### config.mk
export PLATFORM = sky130hd
export DESIGN_NAME = uart_alu_engine
export DESIGN_NICKNAME = d
export VERILOG_FILES = /design/src/rtl/uart_alu_engine.sv
export SDC_FILE = /design/constraint.sdc
export NUM_CORES = 1
export LEC_CHECK = 0
export ABC_AREA = 1
export CAP_MARGIN = 20
export CORE_ASPECT_RATIO = 0.6
export CORE_MARGIN = 10
export CORE_UTILIZATION = 25
export DETAILED_ROUTE_END_ITERATION = 6
export GPL_TIMING_DRIVEN = 0
export PLACE_DENSITY = 0.38
export SLEW_MARGIN = 20
export SYNTH_ARGS = -nofsm -noshare
export SYNTH_HDL_FRONTEND = slang
export SYNTH_SLANG_ARGS = --single-unit
### constraint.sdc
create_clock -name clk -period 4.3 [get_ports clk]
set_input_delay 0.86 -clock clk [delete_from_list [all_inputs] [get_ports clk]]
set_output_delay 0.86 -clock clk [all_outputs]
set_load 0.005 [all_outputs]
### src/rtl/uart_alu_engine.sv
// uart_alu_engine: framed echo/add/mul command engine between UART rx and tx byte streams.
// Define ALU_MUL_EN to decode OP_MUL; otherwise it is treated as an unknown opcode.
module uart_alu_engine #(
    parameter logic [7:0] OP_ECHO  = 8'hEC,
    parameter logic [7:0] OP_ADD   = 8'hAD,
    parameter logic [7:0] OP_MUL   = 8'h88,
    parameter logic [7:0] ERR_BYTE = 8'hEE
) (
    input  logic       clk,
    input  logic       rst,
    input  logic [7:0] s_axis_tdata,
    input  logic       s_axis_tvalid,
    output logic       s_axis_tready,
    output logic [7:0] m_axis_tdata,
    output logic       m_axis_tvalid,
    input  logic       m_axis_tready,
    output logic       busy,
    output logic       err
);
    typedef enum logic [2:0] {HDR, ECHO, ACC, RESP, DRAIN, ERR} state_t;

    state_t      state_q, state_d;
    logic [2:0]  hcnt_q, hcnt_d;
    logic [7:0]  op_q, op_d, dat_q, dat_d;
    logic [15:0] len_q, len_d, cnt_q, cnt_d;
    logic [1:0]  bcnt_q, bcnt_d;
    logic        first_q, first_d, vld_q, vld_d, err_q, err_d, rdy_q;
    logic [23:0] opnd_q, opnd_d;
    logic [31:0] acc_q, acc_d, word, alu;
    logic        s_fire, m_fire, alu_op, mul_en;

    assign word = {s_axis_tdata, opnd_q};
`ifdef ALU_MUL_EN
    assign mul_en = 1'b1;
    assign alu    = (op_q == OP_MUL) ? acc_q * word : acc_q + word;
`else
    assign mul_en = 1'b0;
    assign alu    = acc_q + word;
`endif
    assign alu_op = (op_q == OP_ADD) || (mul_en && op_q == OP_MUL);

    // Header capture stalls for one cycle (hcnt == 4) while the packet is classified
    assign s_axis_tready = (state_q == HDR)   ? rdy_q && hcnt_q != 3'd4 :
                           (state_q == ECHO)  ? cnt_q != 16'd0 && (!vld_q || m_axis_tready) :
                           (state_q == ACC)   ? 1'b1 :
                           (state_q == DRAIN) ? cnt_q != 16'd0 : 1'b0;
    assign m_axis_tvalid = vld_q;
    assign m_axis_tdata  = (state_q == RESP) ? acc_q[{bcnt_q, 3'b000} +: 8] : dat_q;
    assign busy          = !(state_q == HDR && hcnt_q == 3'd0);
    assign err           = err_q;
    assign s_fire        = s_axis_tvalid && s_axis_tready;
    assign m_fire        = m_axis_tvalid && m_axis_tready;

    always_comb begin
        state_d = state_q;
        hcnt_d  = hcnt_q;
        op_d    = op_q;
        len_d   = len_q;
        cnt_d   = cnt_q;
        bcnt_d  = bcnt_q;
        first_d = first_q;
        opnd_d  = opnd_q;
        acc_d   = acc_q;
        dat_d   = dat_q;
        vld_d   = vld_q;
        err_d   = 1'b0;
        case (state_q)
            HDR: begin
                if (hcnt_q == 3'd4) begin
                    hcnt_d  = 3'd0;
                    cnt_d   = len_q - 16'd4;
                    bcnt_d  = 2'd0;
                    first_d = 1'b1;
                    if (len_q < 16'd4) begin
                        state_d = ERR;
                        vld_d   = 1'b1;
                        dat_d   = ERR_BYTE;
                        err_d   = 1'b1;
                    end else if (op_q == OP_ECHO) begin
                        state_d = (len_q == 16'd4) ? HDR : ECHO;
                    end else if (alu_op && len_q != 16'd4 && len_q[1:0] == 2'b00) begin
                        state_d = ACC;
                    end else begin
                        state_d = DRAIN;
                    end
                end else if (s_fire) begin
                    hcnt_d = hcnt_q + 3'd1;
                    if (hcnt_q == 3'd0) op_d = s_axis_tdata;
                    if (hcnt_q == 3'd2) len_d[7:0] = s_axis_tdata;
                    if (hcnt_q == 3'd3) len_d[15:8] = s_axis_tdata;
                end
            end
            ECHO: begin
                if (s_fire) begin
                    dat_d = s_axis_tdata;
                    vld_d = 1'b1;
                    cnt_d = cnt_q - 16'd1;
                end else if (m_fire) begin
                    vld_d = 1'b0;
                    if (cnt_q == 16'd0) state_d = HDR;
                end
            end
            ACC: begin
                if (s_fire) begin
                    cnt_d  = cnt_q - 16'd1;
                    bcnt_d = bcnt_q + 2'd1;
                    opnd_d = {s_axis_tdata, opnd_q[23:8]};
                    if (bcnt_q == 2'd3) begin
                        acc_d   = first_q ? word : alu;
                        first_d = 1'b0;
                    end
                    if (cnt_q == 16'd1) begin
                        state_d = RESP;
                        vld_d   = 1'b1;
                    end
                end
            end
            RESP: begin
                if (m_fire) begin
                    bcnt_d = bcnt_q + 2'd1;
                    if (bcnt_q == 2'd3) begin
                        vld_d   = 1'b0;
                        state_d = HDR;
                    end
                end
            end
            DRAIN: begin
                if (cnt_q == 16'd0) begin
                    state_d = ERR;
                    vld_d   = 1'b1;
                    dat_d   = ERR_BYTE;
                    err_d   = 1'b1;
                end else if (s_fire) begin
                    cnt_d = cnt_q - 16'd1;
                end
            end
            ERR: begin
                if (m_fire) begin
                    vld_d   = 1'b0;
                    state_d = HDR;
                end
            end
            default: state_d = HDR;
        endcase
    end

    always_ff @(posedge clk or posedge rst) begin
        if (rst) begin
            state_q <= HDR;
            hcnt_q  <= 3'd0;
            op_q    <= 8'h00;
            len_q   <= 16'd0;
            cnt_q   <= 16'd0;
            bcnt_q  <= 2'd0;
            first_q <= 1'b0;
            opnd_q  <= 24'd0;
            acc_q   <= 32'd0;
            dat_q   <= 8'h00;
            vld_q   <= 1'b0;
            err_q   <= 1'b0;
            rdy_q   <= 1'b0;
        end else begin
            state_q <= state_d;
            hcnt_q  <= hcnt_d;
            op_q    <= op_d;
            len_q   <= len_d;
            cnt_q   <= cnt_d;
            bcnt_q  <= bcnt_d;
            first_q <= first_d;
            opnd_q  <= opnd_d;
            acc_q   <= acc_d;
            dat_q   <= dat_d;
            vld_q   <= vld_d;
            err_q   <= err_d;
            rdy_q   <= 1'b1;
        end
    end
endmodule
-- Word level (Yosys, flattened, before mapping)
Cells that the tools add are included.
Widths: inputs -> output; s select.
- output and inout bits: 12
- word-level logic and storage cells: 138
- bits of input ports: 12
- register bits: 116
- bitwise logic cells: 1
- eq/ne operators: 29
- mux-type cells: 53
- reductions and logical operators: 34
- add/sub/neg operators: 5
- order comparisons: 1
- shift-type cells: 1
- operators by type and width (cell ; number):
    $mux 16 ; 3
    $pmux 16 s3 ; 1
    $mux 3 ; 15
    $mux 8 ; 5
    $add 32x32->32 ; 1
    $mux 32 ; 1
    $shiftx 32x6->8 ; 1
    $pmux 8 s3 ; 1
    $reduce_and 4->1 ; 5
    $mux 1 ; 19
    $pmux 3 s6 ; 1
    $eq 16x1->1 const B ; 1
    $eq 16x3->1 const B ; 1
    $eq 8x8->1 const B ; 2
    $logic_not 16->1 ; 1
    $lt 16x3->1 const B ; 1
    $ne 16x3->1 const B ; 1
    $reduce_bool 16->1 ; 1
    $sub 16x1->16 const B ; 1
    $sub 16x3->16 const B ; 1
    $ne 2x1->1 const B ; 7
    $ne 2x2->1 const B ; 7
    $eq 3x2->1 const B ; 4
    $reduce_and 10->1 ; 1
    other kinds (24) ; 42

-- Logic depth before layout (Yosys ltp)
- word-level depth: 9
- depth in mapped cells: 15

-- Worst setup path before layout
OpenSTA, ideal clock, no wires.
- path type: reg2out
- start point: register state_q[2]
- end point: output m_axis_tdata[5]
- stages on the path, launching flop included: 7
- path buffers: 1
- data required time: 3440 ps
- data arrival time: 1380 ps
- setup slack: 2060 ps
- path through: dfrtp_1 nor2_2 inv_1 nor2_2 clkbuf_1 nor2_1 a31oi_1
- longest elaborated chain between the ends: 2
- RTL lines (what ; line ; source):
    start, declared ; 22 ; state_t state_q, state_d;
    start signal, assigned ; 163 ; state_q <= state_d;
    $eq 3x2->1 ; 48 ; assign m_axis_tdata = (state_q == RESP) ? acc_q[{bcnt_q, 3'b000} +: 8] : dat_q;
    $mux 8 ; 48 ;
    end, declared ; 14 ; output logic [7:0] m_axis_tdata,
Every way passes these cells.

-- Worst setup path in the final report
- start point: register bcnt_q[0]
- end point: output m_axis_tdata[3]
- longest elaborated chain between the ends: 2
- RTL lines (what ; line ; source):
    start, declared ; 26 ; logic [1:0] bcnt_q, bcnt_d;
    start signal, assigned ; 168 ; bcnt_q <= bcnt_d;
    $shiftx 32x6->8 ; 48 ;
    $mux 8 ; 48 ;
Every way passes these cells.

==> flow_metrics.tcl <==
set metrics [dict create \
    run_status "finished clean" \
    reg2reg_from "opnd_q[0]$_DFFE_PP0P_" \
    groute.usage.overall_pct 16.41 \
    floorplan.initialDensity_pct 25.37 \
    clock_latency_ps 440 \
    timing.final.setup_violations 0 \
    vias_per_cell 4.727 \
    timing.slew.headroom_pct 48.27 \
    detail_route.wl_per_cell_um 18.92 \
    total_setup_buffers_inserted_after_cts 0 \
    number_of_global_route_vias_before_repair 7824 \
    cp_data_arrival_time_ps 3170 \
    r2r-end "acc_q[26]$_DFFE_PP0P_" \
    cts_tree "done" \
    hold_path.startpoint "op_q[2]$_DFFE_PP0P_" \
    global_route.overflow_total 0 \
    std_cell_rows 52 \
    synthCells 1303 \
    clk_pin_slew_worst_paths_ps 60 \
    crit_slowest_cell "sky130_fd_sc_hd__o21ai_0" \
    synth-seq-cells 116 \
    netlist_top_cells_area "sky130_fd_sc_hd__dfrtp_1 (34%), sky130_fd_sc_hd__nand2_1 (19%), sky130_fd_sc_hd__inv_1 (6.9%), sky130_fd_sc_hd__ha_1 (6.0%), sky130_fd_sc_hd__nand3_1 (5.3%)" \
    final.period_utilization_pct 93.76 \
    drt-pass1-iter-count 5 \
    path_delay_family "buffers and inverters" \
    hold_path_end "op_q[2]$_DFFE_PP0P_" \
    fmaxAchievable_mhz 248.0 \
    ir_worst_vdd_mv 0.3304 \
    die_area_um2 42240 \
    drc_errors 0 \
    hp-class "reg2reg" \
    cell_chosen_for_the_clock_root "sky130_fd_sc_hd__clkbuf_16" \
    synth_seq_area_share_pct 33.95 \
    flow.area_growth_from_synthesis_pct 16.51 \
    post-synth-top-area-fraction_pct 33.95 \
    synth_area_um2 8551 \
    die_height_um 163.3 \
    critical_path_buf_inv_count 4 \
    skew_ps 8.340 \
    tritoncts_sink_count 116 \
    gp_routability_congestion 0.8815 \
    yosysMostFrequentCell "sky130_fd_sc_hd__nand2_1" \
    dieWidth_um 258.8 \
    cts_repair_resize_count 0 \
    antenna_left 0 \
    post_synth.cell_area_avg_um2 6.562 \
    cell_by_cell_listing_of_the_critical_path "clkbuf_1 -> inv_1 -> clkbuf_1 -> o21ai_0 -> a31oi_1 -> clkdlybuf4s50_1" \
    cts-htree-levels 4 \
    critical_path.startpoint_type "flop" \
    delay_of_the_slowest_critical_path_stage_ps 670 \
    cp-end-kind "output pin" \
    wl_mm 34.42 \
    worstPathRequired_ps 3440 \
    hpwlAfterDp_mm 28.00 \
    tightest_slew_ps 776.0 \
    floorplan.core_area_um2 33700 \
    starting_drt_drc_count 825 \
    synth_enable_flop_cells 0 \
    synth-async-reset-ratio_pct 100.0 \
    post_route_cells_drive_above_1_share_pct 6.107 \
    power.static_leakage_nw 4.884 \
    worst_path_most_repeated_cell "sky130_fd_sc_hd__clkbuf_1" \
    final_max_slew_viol_count 0 \
    placed_cells_incl_taps 1786 \
    hold_viol_final 0 \
    r2r_cells 14 \
    netlist-cell-type-count 42 \
    grt_antenna_before_repair 3 \
    top_level_ports 24 \
    number_of_buffers_inserted_during_clock_tree_synthesis 17 \
    synth_fp_nets 1357 \
    critical_path.max_fanout 10 \
    yosys_warnings 0 \
    io_buffer_count 23 \
    synth_commonest_cells "sky130_fd_sc_hd__nand2_1 (436), sky130_fd_sc_hd__inv_1 (158), sky130_fd_sc_hd__dfrtp_1 (116)" \
    reg2reg_slack_ps 1570 \
    synth_top_area_cell "sky130_fd_sc_hd__dfrtp_1" \
    max-cap-violations 0 \
    grt_start_max_net_pins 83 \
    final_cell_count_no_fill 1819 \
    number_of_buffers_between_clock_root_and_the_deepest_sink 2 \
    fillerInstances 3831 \
    hold_depth 2 \
    postSynth.topFlopCell "sky130_fd_sc_hd__dfrtp_1" \
    route.vias.total 8599 \
    pwr_density_cell_nw_per_um2 500.8 \
    grt_pass1_wl_mm 51.48 \
    final_period_minus_worst_setup_slack_ps 4032 \
    timing.setup.tns_ps 0 \
    num-nets-final 1400 \
    cts_hold_buffers 0 \
    worst-setup-path-type "reg2out" \
    rsz0062_at_grt "no" \
]
tightest hold or removal path, stage by stage (launching register included):
cell                      delay [ps]
sky130_fd_sc_hd__dfrtp_1         340
sky130_fd_sc_hd__nand2_1          50
sky130_fd_sc_hd__nand2_1          50
sequential cells by signal (all words and copies together) (netlist names):
register	cells
acc_q	32
opnd_q	24
cnt_q	16
len_q	16
dat_q	8
op_q	8
hcnt_q	3
state_q	3
bcnt_q	2
err	1
first_q	1
m_axis_tvalid	1
rdy_q	1
layout by cell type, fill, tap and decap left out, drive strengths merged, types with 20 or more instances in the layout:
cell type,instances
nand2,444
inv,165
nor2,124
o21ai,124
dfrtp,116
nand3,92
a21oi,63
ha,41
clkbuf,35
nand4,29
clkdlybuf4s50,23
buf,20
routing by layer:
layer	track usage, %	vias up	routed length, um
met5	0	-	0
met4	2.850	0	189
met3	3.899	14	2512
met2	17.38	243	10690
met1	29.16	4036	21030
li1	-	4306	-
per-stage QoR:
step | setup WS (ps) | instance area, um^2 | utilization, % | hold slack, ps | total power [mW]
final | 268.3 | 9962 | 29.56 | 466.9 | 4.989
after global routing | 130.4 | 9960 | 29.55 | 491.8 | 5.411
after CTS | 351.3 | 9960 | 29.55 | 474.5 | 5.036
after detailed placement | 815.7 | 9390 | 27.86 | 461.2 | 3.613
after global placement | -1931 | 9355 | 27.76 | 458.0 | 3.622
after floorplan | 367.6 | 8551 | - | 441.7 | 2.949
final cells by class:
| class | instances | area, um^2 | share of cell area, % |
|---|---|---|---|
| Buffer | 36 | 205.2 | 2.060 |
| Tap cell | 459 | 574.3 | 5.765 |
| Inverter | 164 | 623.1 | 6.255 |
| Timing Repair Buffer | 24 | 257.7 | 2.587 |
| Clock buffer | 18 | 439.2 | 4.408 |
| Sequential cell | 116 | 2903 | 29.14 |
| Clock inverter | 14 | 130.1 | 1.306 |
| Multi-Input combinational cell | 987 | 4827 | 48.46 |
| Antenna cell | 1 | 2.502 | 0.02512 |
logic make-up (layout without fill, tap and decap cells):
family / count (synthesis) / in the layout / share of synthesized area, %
buffers and inverters: 200 / 256 / 9.599
AOI/OAI and AO/OA: 212 / 212 / 13.13
xor gates and xnor gates: 15 / 15 / 1.536
other: 1 / 2 / 0.04386
adders and majority gates: 42 / 42 / 6.234
muxes: 1 / 1 / 0.1171
DFF: 116 / 116 / 33.95
and+or+nand+nor: 716 / 716 / 35.40
worst max path at each step:
stage | end | slack, ps | cells past startpoint | startpoint
6_report | m_axis_tdata[3] | 270 | 6 | bcnt_q[0]$_DFFE_PP0P_
5_1_grt | m_axis_tdata[3] | 130 | 6 | bcnt_q[0]$_DFFE_PP0P_
4_1_cts | m_axis_tdata[3] | 350 | 6 | bcnt_q[0]$_DFFE_PP0P_
3_5_place_dp | m_axis_tdata[3] | 820 | 6 | bcnt_q[0]$_DFFE_PP0P_
3_3_place_gp | op_q[3]$_DFFE_PP0P_ | -1930 | 2 | rst
2_1_floorplan | acc_q[0]$_DFFE_PP0P_ | 370 | 1 | rst
power breakdown:
part           switching [mW]  total (mW)  internal, mW
Clock                   0.593        1.41         0.814
Combinational            1.31        2.04         0.726
Sequential              0.215        1.54          1.33
(Power assumes the default switching activity.)
